### src/rtl/uart_pkg.sv
// Shared UART definitions: receive FSM states, frame geometry and parity mode.
package uart_pkg;

    typedef enum logic [2:0] {
        IDLE,
        START,
        DATA,
        PARITY,
        STOP
    } rx_state_t;

    localparam int UART_DATA_BITS = 8;

    typedef enum logic {
        EVEN = 1'b0,
        ODD  = 1'b1
    } parity_mode_t;

    localparam parity_mode_t PARITY_MODE = EVEN;

endpackage

### src/rtl/uart_bit_sampler.sv
// rx synchroniser, per-bit cycle counter and 3-sample majority vote.
module uart_bit_sampler #(
    parameter int CLKS_PER_BIT = 16,
    parameter int CNT_W        = 8
) (
    input  logic clock,
    input  logic reset,
    input  logic rx,
    input  logic restart,
    output logic rx_s,
    output logic vote_strobe,
    output logic vote,
    output logic wrap_strobe
);

    localparam int MID = CLKS_PER_BIT / 2;
    localparam logic [CNT_W-1:0] CNT_SAMP_A = CNT_W'(MID - 1);
    localparam logic [CNT_W-1:0] CNT_SAMP_B = CNT_W'(MID);
    localparam logic [CNT_W-1:0] CNT_VOTE   = CNT_W'(MID + 1);
    localparam logic [CNT_W-1:0] CNT_LAST   = CNT_W'(CLKS_PER_BIT - 1);

    logic             sync_p0;
    logic             sync_p1;
    logic [CNT_W-1:0] cnt;
    logic             samp_a;
    logic             samp_b;

    function automatic logic majority3(input logic a, input logic b, input logic c);
        return (a & b) | (a & c) | (b & c);
    endfunction

    // Two-flop synchroniser; resets to the idle (high) line level.
    always_ff @(posedge clock or posedge reset) begin
        if (reset) begin
            sync_p0 <= 1'b1;
            sync_p1 <= 1'b1;
        end else begin
            sync_p0 <= rx;
            sync_p1 <= sync_p0;
        end
    end

    // Bit-period counter, held at zero while the FSM requests a restart.
    always_ff @(posedge clock or posedge reset) begin
        if (reset) begin
            cnt <= '0;
        end else if (restart || cnt == CNT_LAST) begin
            cnt <= '0;
        end else begin
            cnt <= cnt + 1'b1;
        end
    end

    // Capture the first two of the three mid-bit samples; the third is live rx_s.
    always_ff @(posedge clock or posedge reset) begin
        if (reset) begin
            samp_a <= 1'b1;
            samp_b <= 1'b1;
        end else begin
            if (cnt == CNT_SAMP_A) samp_a <= sync_p1;
            if (cnt == CNT_SAMP_B) samp_b <= sync_p1;
        end
    end

    assign rx_s        = sync_p1;
    assign vote_strobe = (cnt == CNT_VOTE);
    assign wrap_strobe = (cnt == CNT_LAST);
    assign vote        = majority3(samp_a, samp_b, sync_p1);

endmodule

### src/rtl/uart_rx_frontend.sv
// UART receive front-end: deframes start/8 data/parity/stop and offers checked
// bytes on a valid/ready handshake with parity, framing and overrun status.
module uart_rx_frontend
    import uart_pkg::*;
#(
    parameter int CLKS_PER_BIT = 16,
    parameter int CNT_W        = 8
) (
    input  logic       clock,
    input  logic       reset,
    input  logic       rx,
    input  logic       out_ready,
    input  logic       clear_status,
    output logic       out_valid,
    output logic [7:0] out_data,
    output logic       parity_err,
    output logic       frame_err,
    output logic       overrun_err,
    output logic       busy
);

    localparam logic [2:0] LAST_BIT = 3'(UART_DATA_BITS - 1);

    rx_state_t  state;
    logic       rx_s;
    logic       vote_strobe;
    logic       vote;
    logic       wrap_strobe;
    logic       restart;
    logic [2:0] bit_idx;
    logic [7:0] shift_reg;
    logic       par_acc;
    logic       par_bad;
    logic       frame_done;

    assign restart    = (state == IDLE);
    assign frame_done = (state == STOP) && vote_strobe;

    uart_bit_sampler #(
        .CLKS_PER_BIT (CLKS_PER_BIT),
        .CNT_W        (CNT_W)
    ) u_sampler (
        .clock       (clock),
        .reset       (reset),
        .rx          (rx),
        .restart     (restart),
        .rx_s        (rx_s),
        .vote_strobe (vote_strobe),
        .vote        (vote),
        .wrap_strobe (wrap_strobe)
    );

    // Frame FSM plus the output holding register and sticky overrun flag.
    always_ff @(posedge clock or posedge reset) begin
        if (reset) begin
            state       <= IDLE;
            busy        <= 1'b0;
            bit_idx     <= '0;
            shift_reg   <= '0;
            par_acc     <= 1'b0;
            par_bad     <= 1'b0;
            out_valid   <= 1'b0;
            out_data    <= '0;
            parity_err  <= 1'b0;
            frame_err   <= 1'b0;
            overrun_err <= 1'b0;
        end else begin
            case (state)
                IDLE: begin
                    if (!rx_s) begin
                        state <= START;
                        busy  <= 1'b1;
                    end
                end
                START: begin
                    // A start bit that votes high was a glitch on an idle line.
                    if (vote_strobe && vote) begin
                        state <= IDLE;
                        busy  <= 1'b0;
                    end else if (wrap_strobe) begin
                        state   <= DATA;
                        bit_idx <= '0;
                        par_acc <= 1'b0;
                    end
                end
                DATA: begin
                    if (vote_strobe) begin
                        shift_reg[bit_idx] <= vote;
                        par_acc            <= par_acc ^ vote;
                    end
                    if (wrap_strobe) begin
                        if (bit_idx == LAST_BIT) state <= PARITY;
                        else bit_idx <= bit_idx + 1'b1;
                    end
                end
                PARITY: begin
                    if (vote_strobe) par_bad <= vote ^ par_acc ^ (PARITY_MODE == ODD);
                    if (wrap_strobe) state <= STOP;
                end
                STOP: begin
                    // Leave at the stop vote so a back-to-back start edge is not missed.
                    if (vote_strobe) begin
                        state <= IDLE;
                        busy  <= 1'b0;
                    end
                end
                default: begin
                    state <= IDLE;
                    busy  <= 1'b0;
                end
            endcase

            if (frame_done && (!out_valid || out_ready)) begin
                out_valid  <= 1'b1;
                out_data   <= shift_reg;
                parity_err <= par_bad;
                frame_err  <= !vote;
            end else if (out_valid && out_ready) begin
                out_valid <= 1'b0;
            end

            // Overrun is written last so a coincident drop beats clear_status.
            if (clear_status) overrun_err <= 1'b0;
            if (frame_done && out_valid && !out_ready) overrun_err <= 1'b1;
        end
    end

endmodule
### config.mk
export PLATFORM = sky130hd
export DESIGN_NAME = uart_rx_frontend
export DESIGN_NICKNAME = d
export VERILOG_FILES = /design/src/rtl/uart_pkg.sv /design/src/rtl/uart_bit_sampler.sv /design/src/rtl/uart_rx_frontend.sv
export SDC_FILE = /design/constraint.sdc
export NUM_CORES = 1
export LEC_CHECK = 0
export BUFFER_PORTS_ARGS = -buffer_cell sky130_fd_sc_hd__buf_2
export CAP_MARGIN = 20
export CORE_MARGIN = 8
export CORE_UTILIZATION = 45
export DETAILED_ROUTE_END_ITERATION = 6
export GPL_TIMING_DRIVEN = 0
export SKIP_LAST_GASP = 1
export SLEW_MARGIN = 10
export SYNTH_ARGS = -nofsm -noshare
export SYNTH_HDL_FRONTEND = slang
export SYNTH_HIERARCHICAL = 1
export SYNTH_SLANG_ARGS = --single-unit
### constraint.sdc
create_clock -name clock -period 3.3 [get_ports clock]
set_input_delay 0.495 -clock clock [delete_from_list [all_inputs] [get_ports clock]]
set_output_delay 0.495 -clock clock [all_outputs]
set_load 0.03 [all_outputs]
==> flow_summary.toml <==
[place]
place_ws_ns = 0.963
placed_cells = 243
gp_congestion = 0.786
io_buffers = 17
dpl.hpwl_mm = 2.71

[grt]
grt_pass1_vias = 1387
groute.usage.overall_pct = 12.4
grt_pass1_wl_mm = 6.42
grt_max_degree = 30
overflow = 0
grt_antenna_before_repair = 0

[setup_path]
slowest_delay_ns = 0.45
regToRegStartpoint = "u_sampler/cnt[4]"
crit_path_start = "u_sampler/cnt[4]"
cp.arrival_ns = 2.53
worstPathMaxFanout = 10
crit_chain = "nor4_1 -> and4b_1 -> clkbuf_1 -> nand2_1 -> nor3_1 -> mux2_2"
worstSetupEndpointType = "register"
worst_path_max_delay_cell = "dfrtp_1"
start_kind = "register"
critPathKind = "reg -> reg"
cp.required_ns = 3.47

[drt]
routed_wl_mm = 3.74
antenna_left = 0
first_iter_violations = 55
drcViolationCount = 0
vias_per_cell = 5.49
vias = 1383
dr.pass1.iters = 4
post_drt_wl_per_cell_um = 14.8

[timing]
rsz0062_at_grt = "false"
finalCritPeriodShare_pct = 71.4
tightestPinTransition_ns = 0.456
hold_viol = 0
maxSlewHeadroom_pct = 69.5
layout_min_cycle_time_ns = 2.36
setup_viol = 0
slew_violations = 0
clock_skew_ns = 0.00613
worst_slack_ns = 0.942
finalSetupTns_ns = 0
max_freq_mhz = 424

[finish]
diodes = 0
final_nets = 209
drive_gt1_share_pct = 29.5
instances_no_fill = 252
syn2layout_area_growth_pct = 13.3

[yosys]
yosys.area.top_type = "dfrtp_1"
ys_seq_elements = 41
syn_area_mm2 = 0.00195
synth.top_cell.area_share_pct = 47.4
avgSynthCellArea_um2 = 11.2
synth_area_leaders = "dfrtp_1 47%, mux2_2 10%, dfstp_2 5.4%"
synth_cell_type_count = 41
synth_nets = 184
synth-edff-count = 0
yosysWarningCount = 6
synth_common_cells = "37 x dfrtp_1, 18 x mux2_2, 13 x nand2_1, 12 x nor2_1, 10 x inv_1"
ys_seq_area_share_pct = 52.8
synth.most_common_cell = "dfrtp_1"
synthCells = 174
async_flop_share_pct = 100
synth_ff_type = "dfrtp_1"

[clock_network]
cts_hold_buf = 0
ctsResizeCount = 0
post_cts_buffers = 0
clk_latency_ns = 0.29
cts.htree.levels = 2
cts.path.max_buffers = 2
cts_root_buf = "clkbuf_8"
cts_made_buffers = 5
clock_sinks = 41
cts_tree = "yes"
cts.clk_slew.worst_paths_ns = 0.07

[power_and_ir_drop]
power_frac_clock_pct = 25.3
ir_drop_mv = 0.344
p_int_mw = 0.827
pwr-share-seq_pct = 50.3
switching_share_pct = 32.0
power_density_mw_per_mm2 = 549
p_switching_mw = 0.389
p_leak_nw = 1.06
comb_power_share_pct = 24.4

[floorplan]
core_area_mm2 = 0.00426
die_w_um = 81.9
rows = 24
die_area_mm2 = 0.00671
die_h_um = 81.9
pin_count = 18
start_util_pct = 45.8

[job]
maxCapViolCount = 0

[outcome]
status = "finished clean"

[min_path]
hp-class = "in -> async"
[cells in the final DEF, fill, tap and decap left out, types with 2 or more instances in the layout]
cell,n
clkinv_2,2
nor3_1,3
or3_1,4
dfstp_2,4
a31oi_1,2
buf_2,19
o22ai_1,2
nand2_1,13
nand3b_1,3
clkbuf_1,5
mux2i_1,3
nor2_1,12
ha_1,5
nand2b_1,4
dfrtp_1,37
a21oi_1,7
o21ai_0,5
nand3_1,7
mux2_2,18
clkbuf_8,5
xnor2_1,2
nor3_2,4
nand4b_1,3
o211ai_1,2
inv_1,9
[worst max-delay path, delay by kind of cell, from the launching register on]
| family | cells | cell delay (ns) |
|---|---|---|
| buffers and inverters | 1 | 0.38 |
| flip-flops | 1 | 0.45 |
| multiplexers | 1 | 0.36 |
| AND/OR/NAND/NOR | 4 | 1.05 |
[per-layer routing]
| layer | share of wire, % | vias up | track usage (%) |
|---|---|---|---|
| met1 | 44 | 693 | 15.3 |
| met5 | 0 | - | 0 |
| met4 | 1.6 | 0 | 4.91 |
| li1 | - | 659 | - |
| met2 | 50 | 27 | 19.7 |
| met3 | 4.7 | 4 | 3.72 |
[final timing paths]
path,to,slack [ns],cells past startpoint
max,shift_reg[5],0.94,6
min,par_acc,0.12,2
max reg2reg,shift_reg[5],0.94,6
min reg2reg,u_sampler/rx_s,0.36,0
max in group asynchronous,u_sampler/samp_a,2.75,2
min in group clock,u_sampler/sync_p0,0.30,1
[stage by stage]
stage / util, % / power, mW / area [um^2] / hold WS (ns)
2_1_floorplan: - / 0.838 / 1950 / 0.345
3_3_place_gp: 49.4 / 0.897 / 2100 / 0.348
3_5_place_dp: 49.4 / 0.914 / 2100 / 0.349
4_1_cts: 51.3 / 1.23 / 2190 / 0.222
5_1_grt: 51.9 / 1.30 / 2210 / 0.122
6_report: 51.9 / 1.22 / 2210 / 0.117
[power groups by stage]
stage	Combinational (mW)	Clock [mW]	Sequential, mW
floorplan	0.217	0	0.620
global placement	0.280	0	0.618
detailed placement	0.292	0	0.622
CTS	0.293	0.321	0.612
global route	0.333	0.346	0.625
finish	0.297	0.308	0.611
[layout make-up]
class                   instances  area, um^2
clock buffers                   6        72.6
well taps                      52        65.1
multi-input cells             116         853
fillers                       397        2050
flip-flops and latches         41        1030
inverters                      10        37.5
plain buffers                   7        32.5
repair buffers                 18         113
clock inverters                 2        10.0
[kinds of logic after synthesis]
family | count (synthesis) | share of synthesized area, %
mux | 22 | 12.5
simple gates | 63 | 19.2
compound gates | 22 | 6.91
fa+ha+maj | 6 | 3.71
xor+xnor | 3 | 1.34
flops | 41 | 52.8
buf+inv | 17 | 3.59
Power figures use the tool's default switching activity.
